**src/rtl/mux_3_pkg.sv**
```systemverilog
// Shared constants for the registered 3-input selector.
// Holds the select encodings and the default data/output widths.
// Imported by mux_3. It has no ports and no logic.
package mux_3_pkg;

    localparam logic [1:0] SEL_IDLE = 2'b00;
    localparam logic [1:0] SEL_A    = 2'b01;
    localparam logic [1:0] SEL_B    = 2'b10;
    localparam logic [1:0] SEL_C    = 2'b11;

    localparam int DATA_W_DEF = 8;
    localparam int OUT_W_DEF  = 16;

endpackage

```
**src/rtl/mux_3.sv**
```systemverilog
// Purpose: registered 3-input selector. It picks in_A, in_B or in_C and
//   zero-extends the chosen input to OUT_W bits. Select 00 clears the output.
// Latency: one clk. out is the select/data value sampled at the previous rising edge.
// Backpressure: none. A new value is accepted on every edge.
// Ports: clk, rst (sync, active-high); in_A/in_B/in_C [0:DATA_W-1] (index 0 = MSB);
//   select [1:0]; out [0:OUT_W-1] (index 0 = MSB). The upper OUT_W-DATA_W bits are zero.
module mux_3
    import mux_3_pkg::*;
#(
    parameter int DATA_W = DATA_W_DEF,
    parameter int OUT_W  = OUT_W_DEF
) (
    input  logic              clk,
    input  logic              rst,
    input  logic [0:DATA_W-1] in_A,
    input  logic [0:DATA_W-1] in_B,
    input  logic [0:DATA_W-1] in_C,
    input  logic [1:0]        select,
    output logic [0:OUT_W-1]  out
);

    // Ascending ranges put the LSB at the highest index. The input therefore lands
    // in the last DATA_W positions of the result, and numeric value is preserved.
    function automatic logic [0:OUT_W-1] zext(input logic [0:DATA_W-1] d);
        logic [0:OUT_W-1] r;
        r = '0;
        r[OUT_W-DATA_W +: DATA_W] = d;
        return r;
    endfunction

    logic [0:OUT_W-1] out_d;
    logic [0:OUT_W-1] out_q;

    always_comb begin
        out_d = '0;
        case (select)
            SEL_IDLE: out_d = '0;
            SEL_A:    out_d = zext(in_A);
            SEL_B:    out_d = zext(in_B);
            SEL_C:    out_d = zext(in_C);
            // An unknown select must show up on out rather than alias to a source.
            default:  out_d = 'x;
        endcase
    end

    always_ff @(posedge clk) begin
        if (rst) begin
            out_q <= '0;
        end else begin
            out_q <= out_d;
        end
    end

    assign out = out_q;

endmodule

```
**config.mk**
```make
export PLATFORM = sky130hd
export DESIGN_NAME = mux_3
export DESIGN_NICKNAME = d
export VERILOG_FILES = /design/src/rtl/mux_3_pkg.sv /design/src/rtl/mux_3.sv
export SDC_FILE = /design/constraint.sdc
export NUM_CORES = 1
export LEC_CHECK = 0
export ABC_CLOCK_PERIOD_IN_PS = 1300
export BUFFER_PORTS_ARGS = -buffer_cell sky130_fd_sc_hd__buf_4
export CAP_MARGIN = 20
export CORE_AREA = 2 2 39 41
export DETAILED_ROUTE_END_ITERATION = 10
export DIE_AREA = 0 0 41 43
export PLACE_DENSITY = 0.81
export SLEW_MARGIN = 25
export SYNTH_ARGS = -nofsm -noshare
export SYNTH_HDL_FRONTEND = slang
export SYNTH_SLANG_ARGS = --single-unit
```
**constraint.sdc**
```tcl
create_clock -name clk -period 1.3 [get_ports clk]
set_input_delay 0.195 -clock clk [delete_from_list [all_inputs] [get_ports clk]]
set_output_delay 0.195 -clock clk [all_outputs]
set_load 0.01 [all_outputs]
```
==> results of run 1 <==
## kinds of logic (layout without fill, tap and decap cells)
kind of cell	after synthesis	after routing	synth area share (%)
AOI/OAI and AO/OA	16	16	22.3
buffers and inverters	13	38	23.4
muxes	8	8	17.8
DFF	8	8	35.7
other	1	8	0.835
## placed cells by master, fill, tap and decap left out
master     n
mux2i_1    8
clkbuf_4   3
buf_4     35
a211oi_1   8
a21oi_1    8
dfxtp_1    8
conb_1     8
## through the flow
| stage | area [um^2] | utilization [%] | worst slack [ns] | cells |
|---|---|---|---|---|
| final | 676 | 48.8 | 0.412 | 94 |
| after global routing | 676 | 48.8 | 0.387 | 94 |
| after floorplan | 475 | - | 0.470 | 53 |
| after detailed placement | 653 | 47.2 | 0.397 | 91 |
| after global placement | 653 | 47.2 | 0.466 | 91 |
| after CTS | 676 | 48.8 | 0.396 | 94 |
## layer usage
| layer | vias to the layer above | global-route usage, % |
|---|---|---|
| met4 | 0 | 8.00 |
| met1 | 190 | 16.1 |
| met3 | 2 | 1.57 |
| li1 | 213 | - |
| met5 | - | 0 |
| met2 | 27 | 22.8 |
## cell type report
cell class                      instances  area, um^2  share of cell area (%)
Timing Repair Buffer                   35         263                    38.9
Clock buffer                            3        22.5                    3.33
Sequential cell                         8         160                    23.7
Tap cell                               16        20.0                    2.96
Multi-Input combinational cell         32         210                    31.1
## worst paths after layout
kind / depth (start not counted) / slack, ns / end
worst max-delay path: 1 / 0.41 / out[10]
worst min-delay path: 2 / 0.17 / out[12]$_SDFF_PP0_
## power breakdown
group,internal [mW],switching [mW]
clock network,0.106,0.0864
logic,0.0937,0.0687
registers,0.263,0.00534
==> results.json, run 1 <==
{
  "status": "finished clean",
  "netlist_area_um2": 449,
  "synth_edf_count": 0,
  "fin_setup_tns_ns": 0,
  "drive_above_1_share_pct": 48.7,
  "die_area_um2": 1760,
  "worstHoldStart": "rst",
  "ctsHoldBuffers": 0,
  "cts_sinks": 8,
  "route.met3.wl_um": 139,
  "post_cts_resized": 0,
  "htreeDepth": 1,
  "final_antenna_net_count": 0,
  "power_leakage_nw": 0.347,
  "min_period_ns": 0.888,
  "fin_nets": 108,
  "grt_max_degree": 17,
  "drc": 0,
  "setup_viol": 0,
  "cp-start-kind": "flop",
  "route.top_layer_used": "met4",
  "crit_slowest_cell": "dfxtp_1",
  "cap_violations": 0,
  "yosysWarnings": 0,
  "wl_per_cell_um": 11.9,
  "finalPower_mw": 0.623,
  "place_congestion": 0.573,
  "cts_setup_buffers": 0,
  "synth-main-ff-cell": "dfxtp_1",
  "yosysSeqAreaShare_pct": 35.7,
  "drt_iter0_markers": 2,
  "chipHeight_um": 43,
  "crit_arrival_ns": 0.69,
  "die_w_um": 41,
  "num-fill-cells": 131,
  "async_flop_share_pct": 0,
  "cts-buffers-inserted": 3,
  "crit_fanout": 1,
  "wirelength_um": 1120,
  "cts_tree": "yes",
  "finalMaxSlewViolations": 0,
  "synth_commonest_cells": "a211oi_1, a21oi_1, buf_4, dfxtp_1, mux2i_1",
  "grt_setup_unrepaired": "false",
  "ys_types": 11,
  "root_buffer": "clkbuf_4",
  "powerDensity_nw_per_um2": 922,
  "start_util_pct": 32.5,
  "antenna_found_initial": 0,
  "antenna_cells": 0,
  "peakVddDrop_mv": 0.304,
  "cp-startpoint": "out[10]$_SDFF_PP0_",
  "num_vias": 432,
  "grt_pass1_wl_um": 1650,
  "hold_ws_ns": 0.174,
  "wl_met2_um": 529,
  "first_global_vias": 378,
  "largest_reg_flops": 8,
  "cp-end-kind": "output pin",
  "gr-total-overflow": 0,
  "path_delay_family": "flip-flops",
  "cp.required_ns": 1.11,
  "via_per_inst": 4.60,
  "placementRows": 14,
  "ios": 44,
  "path_cells": "buf_4",
  "worst-path-buf-inv": 1,
  "hold_class": "input port to flop",
  "cp_slowest_stage_delay_ns": 0.31,
  "coreArea_um2": 1380,
  "post_synth_main_area_contributors": "dfxtp_1, mux2i_1, a211oi_1",
  "placement.io_buffers": 35,
  "yosysTopAreaCell": "dfxtp_1",
  "hold_violations": 0,
  "synth_seq_cells": 8,
  "clock.fmax_mhz": 1130,
  "fin_crit_sh_pct": 68.3,
  "cts.clk_slew.worst_paths_ns": 0.06,
  "met1_length_um": 434,
  "clock_path_buffers": 2,
  "syn_inst": 46,
  "synthDominantCellAreaShare_pct": 35.7,
  "firstDrtPassIters": 4,
  "area_delta_synth_final_pct": 50.4,
  "critPathKind": "flop to output pin",
  "grt_usage_pct": 13.9,
  "avgSynthCellArea_um2": 9.76
}
Power figures use the tool's default switching activity.
==> run 2, diff against run 1 <==
ABC_AREA = 1   (was default)
ABC_CLOCK_PERIOD_IN_PS = 800   (was 1300)
CORE_AREA = default   (was 2 2 39 41)
CORE_UTILIZATION = 33   (was default)
DIE_AREA = default   (was 0 0 41 43)
PLACE_DENSITY = 0.77   (was 0.81)
clock period = 0.8 ns   (was 1.3 ns; I/O delays follow)
==> results.json, run 2 <==
{
  "seqPwrFrac_pct": 42.4,
  "critPathKind": "flop to output pin",
  "layout_common_cells": "buf_4, nand3_1, nand2_1, inv_1, conb_1",
  "placementRows": 14,
  "cp-end-kind": "output pin",
  "firstDrtPassIters": 4,
  "hpwl_um": 958,
  "cp.required_ns": 0.68,
  "antenna_found_initial": 0,
  "place_congestion": 0.732,
  "netlist_area_um2": 547,
  "synthDominantCellAreaShare_pct": 29.3,
  "root_buffer": "clkbuf_4",
  "num_vias": 547,
  "path_cells": "buf_6",
  "wirelength_um": 1170,
  "gr-total-overflow": 0,
  "post_cts_resized": 3,
  "fin_nets": 135,
  "synth_top_family_by_area": "simple AND/OR/NAND/NOR gates",
  "largest_reg_flops": 8,
  "cts_setup_buffers": 0,
  "p_switching_mw": 0.271,
  "yosysWarnings": 0,
  "ios": 44,
  "p_sw_share_pct": 26.2,
  "cts-buffers-inserted": 3,
  "htreeDepth": 1,
  "via_per_inst": 4.52,
  "area_delta_synth_final_pct": 45.8,
  "placement.io_buffers": 35,
  "chipHeight_um": 42.7,
  "fin_crit_sh_pct": 98.5,
  "clock.fmax_mhz": 1270,
  "preCtsSetupSlack_ns": -0.0209,
  "cp_slowest_stage_delay_ns": 0.31,
  "placed_cell_area_um2": 742,
  "grt_pass1_wl_um": 2010,
  "avgSynthCellArea_um2": 7.59,
  "post_synth_main_area_contributors": "dfxtp_1, nand3_1, nand3_2",
  "grt_max_degree": 18,
  "synthAdderAreaFrac_pct": 0,
  "wl_per_cell_um": 9.69,
  "synth_seq_cells": 8,
  "synth_edf_count": 0,
  "synth-main-ff-cell": "dfxtp_1",
  "drive_above_1_share_pct": 49.5,
  "yosysMostFrequentCell": "nand3_1",
  "finalMaxSlewViolations": 0,
  "clockPowerShare_pct": 28.2,
  "yosysSeqAreaShare_pct": 29.3,
  "start_util_pct": 35.9,
  "cap_violations": 0,
  "crit_arrival_ns": 0.67,
  "die_area_um2": 1820,
  "synth_compound_area_share_pct": 0,
  "async_flop_share_pct": 0,
  "cts_tree": "yes",
  "final_antenna_net_count": 0,
  "clock_path_buffers": 2,
  "crit_slowest_cell": "dfxtp_2",
  "yosysTopAreaCell": "dfxtp_1",
  "coreArea_um2": 1520,
  "die_w_um": 42.7,
  "fin_ws_ns": 0.0119,
  "worst-path-buf-inv": 1,
  "grt_usage_pct": 14.5,
  "synth_xor_area_share_pct": 0,
  "synthSimpleGateAreaFrac_pct": 40.3,
  "ctsHoldBuffers": 0,
  "status": "finished clean",
  "setup_viol": 0,
  "peakVddDrop_mv": 0.406,
  "synth_commonest_cells": "nand3_1, buf_4, dfxtp_1, inv_1, nand2_1",
  "hold_violations": 0,
  "crit_fanout": 1,
  "grt_setup_unrepaired": "true",
  "muxShareOfSynthArea_pct": 0,
  "min_period_ns": 0.788,
  "path_delay_family": "flip-flops",
  "hold_class": "input port to flop",
  "power_leakage_nw": 0.450,
  "syn_inst": 72,
  "antenna_cells": 0,
  "drc": 0,
  "ys_types": 12,
  "first_global_vias": 499,
  "cts_sinks": 8,
  "intPower_mw": 0.764,
  "combPwrFrac_pct": 29.4,
  "powerDensity_nw_per_um2": 1300,
  "design_area_um2": 797,
  "cts.clk_slew.worst_paths_ns": 0.05,
  "drt_iter0_markers": 7,
  "final_common_cell": "buf_4",
  "cp-start-kind": "flop"
}
-- run 2: cell count changes in the layout (fill, tap and decap cells not counted) --
| cell | change |
|---|---|
| mux2i_1 | -8 |
| nand2_1 | +8 |
| clkinv_4 | +1 |
| a21oi_1 | -8 |
| nand3_1 | +26 |
| dfxtp_1 | -5 |
| buf_4 | -7 |
| nand3_2 | +6 |
| inv_4 | +1 |
| dfxtp_2 | +5 |
| buf_6 | +7 |
| inv_2 | +1 |
| a211oi_1 | -8 |
| inv_1 | +8 |
-- run 2: cell families after synthesis --
kind of cell / count (synthesis)
buf+inv: 23
flops: 8
simple gates: 40
other cells: 1
-- run 2: area by class of cell --
| type | count | area, um^2 |
|---|---|---|
| Sequential cell | 8 | 166 |
| Clock buffer | 3 | 22.5 |
| Inverter | 11 | 48.8 |
| Tap cell | 16 | 20.0 |
| Fill cell | 156 | 727 |
| Multi-Input combinational cell | 48 | 250 |
| Timing Repair Buffer | 35 | 289 |
-- run 2: layer usage --
metal | part of all wire, % | vias to the layer above | track usage (%)
met1 | 42 | 230 | 18.8
met2 | 50 | 33 | 23.6
met5 | 0 | - | 0
met3 | 8.1 | 0 | 1.28
met4 | 0 | 0 | 7.50
li1 | - | 284 | -
-- run 2: final timing paths --
| path | start | end | slack (ns) | cells past startpoint |
|---|---|---|---|---|
| worst max-delay path | out[13]$_SDFF_PP0_ | out[13] | 0.01 | 1 |
| worst min-delay path | rst | out[8]$_SDFF_PP0_ | 0.13 | 4 |
-- run 2: power by group through the flow --
stage               registers [mW]  logic, mW  clock network [mW]
finish                       0.439      0.304               0.291
global placement             0.439      0.288                   0
detailed placement           0.439      0.292                   0
floorplan                    0.453      0.172                   0
global route                 0.440      0.335               0.310
CTS                          0.433      0.297               0.298
-- run 2: metrics by stage --
step	hold WS, ns	power [mW]	TNS [ns]	utilization, %	std cells
CTS	0.134	1.03	0	50.7	121
finish	0.134	1.03	0	52.3	121
detailed placement	0.396	0.732	-0.0454	48.7	118
floorplan	0.272	0.625	0	-	79
global route	0.157	1.09	-0.00910	52.3	121
global placement	0.394	0.727	0	48.7	118
==> run 3, diff against run 2 <==
BUFFER_PORTS_ARGS = -buffer_cell sky130_fd_sc_hd__clkbuf_2   (was -buffer_cell sky130_fd_sc_hd__buf_4)
==> results.json, run 3 (synthesized netlist as in run 2, its figures left out) <==
{
  "combPwrFrac_pct": 27.0,
  "fin_setup_tns_ns": 0,
  "dp_cells": 121,
  "power_leakage_nw": 0.447,
  "path_delay_family": "flip-flops",
  "hold_class": "input port to flop",
  "final_antenna_net_count": 0,
  "p_switching_mw": 0.261,
  "seqPwrFrac_pct": 43.7,
  "finalMaxSlewViolations": 0,
  "worst-path-buf-inv": 1,
  "area_delta_synth_final_pct": 32.5,
  "p_sw_share_pct": 26.6,
  "first_global_vias": 475,
  "antenna_cells": 0,
  "finish.utilization_pct": 47.5,
  "whs_path_depth": 4,
  "cts_setup_buffers": 0,
  "grt_pass1_wl_um": 1780,
  "setup_viol": 0,
  "powerDensity_nw_per_um2": 1350,
  "firstDrtPassIters": 4,
  "wl_per_cell_um": 8.60,
  "final_common_cell": "clkbuf_2",
  "cap_violations": 0,
  "drive_above_1_share_pct": 46.3,
  "via_per_inst": 4.36,
  "cts_sinks": 8,
  "cts_tree": "yes",
  "design_area_um2": 724,
  "fin_crit_sh_pct": 97.2,
  "grt_usage_pct": 12.7,
  "worstHoldStart": "rst",
  "coreArea_um2": 1520,
  "hold_end": "out[9]$_SDFF_PP0_",
  "cts-buffers-inserted": 3,
  "crit_slowest_cell": "dfxtp_1",
  "cp.required_ns": 0.68,
  "wirelength_um": 1070,
  "ios": 44,
  "fin_ws_ns": 0.0223,
  "start_util_pct": 35.9,
  "grt_max_degree": 17,
  "drc": 0,
  "cp_slowest_stage_delay_ns": 0.29,
  "die_area_um2": 1820,
  "fin_nets": 138,
  "placementRows": 14,
  "crit_arrival_ns": 0.66,
  "crit_fanout": 1,
  "min_period_ns": 0.778,
  "largest_reg_flops": 8,
  "clock_path_buffers": 2,
  "layout_common_cells": "clkbuf_2, nand3_1",
  "chipHeight_um": 42.7,
  "htreeDepth": 1,
  "num_vias": 541,
  "cp-start-kind": "flop",
  "gr-total-overflow": 0,
  "hold_violations": 0,
  "drt_iter0_markers": 7,
  "cts.clk_slew.worst_paths_ns": 0.05,
  "clock.fmax_mhz": 1290,
  "place_congestion": 0.749,
  "placed_cell_area_um2": 702,
  "placement.io_buffers": 35,
  "preCtsSetupSlack_ns": -0.0240,
  "root_buffer": "clkbuf_4",
  "grt_setup_unrepaired": "true",
  "clockPowerShare_pct": 29.3,
  "intPower_mw": 0.720,
  "critPathKind": "flop to output pin",
  "antenna_found_initial": 0,
  "status": "finished clean",
  "path_cells": "buf_2",
  "cp-end-kind": "output pin",
  "peakVddDrop_mv": 0.453,
  "die_w_um": 42.7,
  "hpwl_um": 899,
  "instances_no_fill": 124
}
-- run 3: cell count changes in the layout (fill, tap and decap cells not counted) --
cell,before,now
buf_4,28,1
clkbuf_2,0,27
buf_2,0,8
buf_6,7,0
dfxtp_1,3,8
dfxtp_2,5,0
buf_12,0,2
-- run 3: final cells by class --
class / instances / area [um^2]
timing repair buffer: 38 / 223
inverter: 11 / 48.8
fill: 155 / 800
tap: 16 / 20.0
multi-input combinational: 48 / 250
clock buffer: 3 / 22.5
sequential: 8 / 160
-- run 3: per-layer routing --
layer  GRT usage (%)  part of all wire, %
met5               0                    0
met4            9.38                 0.66
met3            2.13                  9.0
met2            20.9                   47
met1            14.6                   43
-- run 3: timing repair --
item | CTS | global route
hold buffers | 0 | 0
endpoints found under the setup margin | 0 | 8
resized for setup | 0 | 8
-- run 3: metrics by stage --
step / power, mW / hold slack, ns
finish: 0.980 / 0.161
global route: 1.04 / 0.178
CTS: 1.00 / 0.152
detailed placement: 0.704 / 0.417
global placement: 0.701 / 0.417
floorplan: 0.625 / 0.272
-- run 3: worst max-delay path by stage --
stage / from / to / cells after the start
finish: out[8]$_SDFF_PP0_ / out[8] / 1
global route: out[9]$_SDFF_PP0_ / out[9] / 1
detailed placement: select[1] / out[15]$_SDFF_PP0_ / 6
CTS: out[11]$_SDFF_PP0_ / out[11] / 1
floorplan: select[1] / out[13]$_SDFF_PP0_ / 6
global placement: select[1] / out[11]$_SDFF_PP0_ / 6
-- run 3: power groups by stage --
stage	Clock, mW	Sequential, mW	Combinational (mW)
detailed placement	0	0.438	0.266
CTS	0.304	0.430	0.267
finish	0.287	0.429	0.264
floorplan	0	0.453	0.172
global route	0.316	0.429	0.295
global placement	0	0.438	0.263
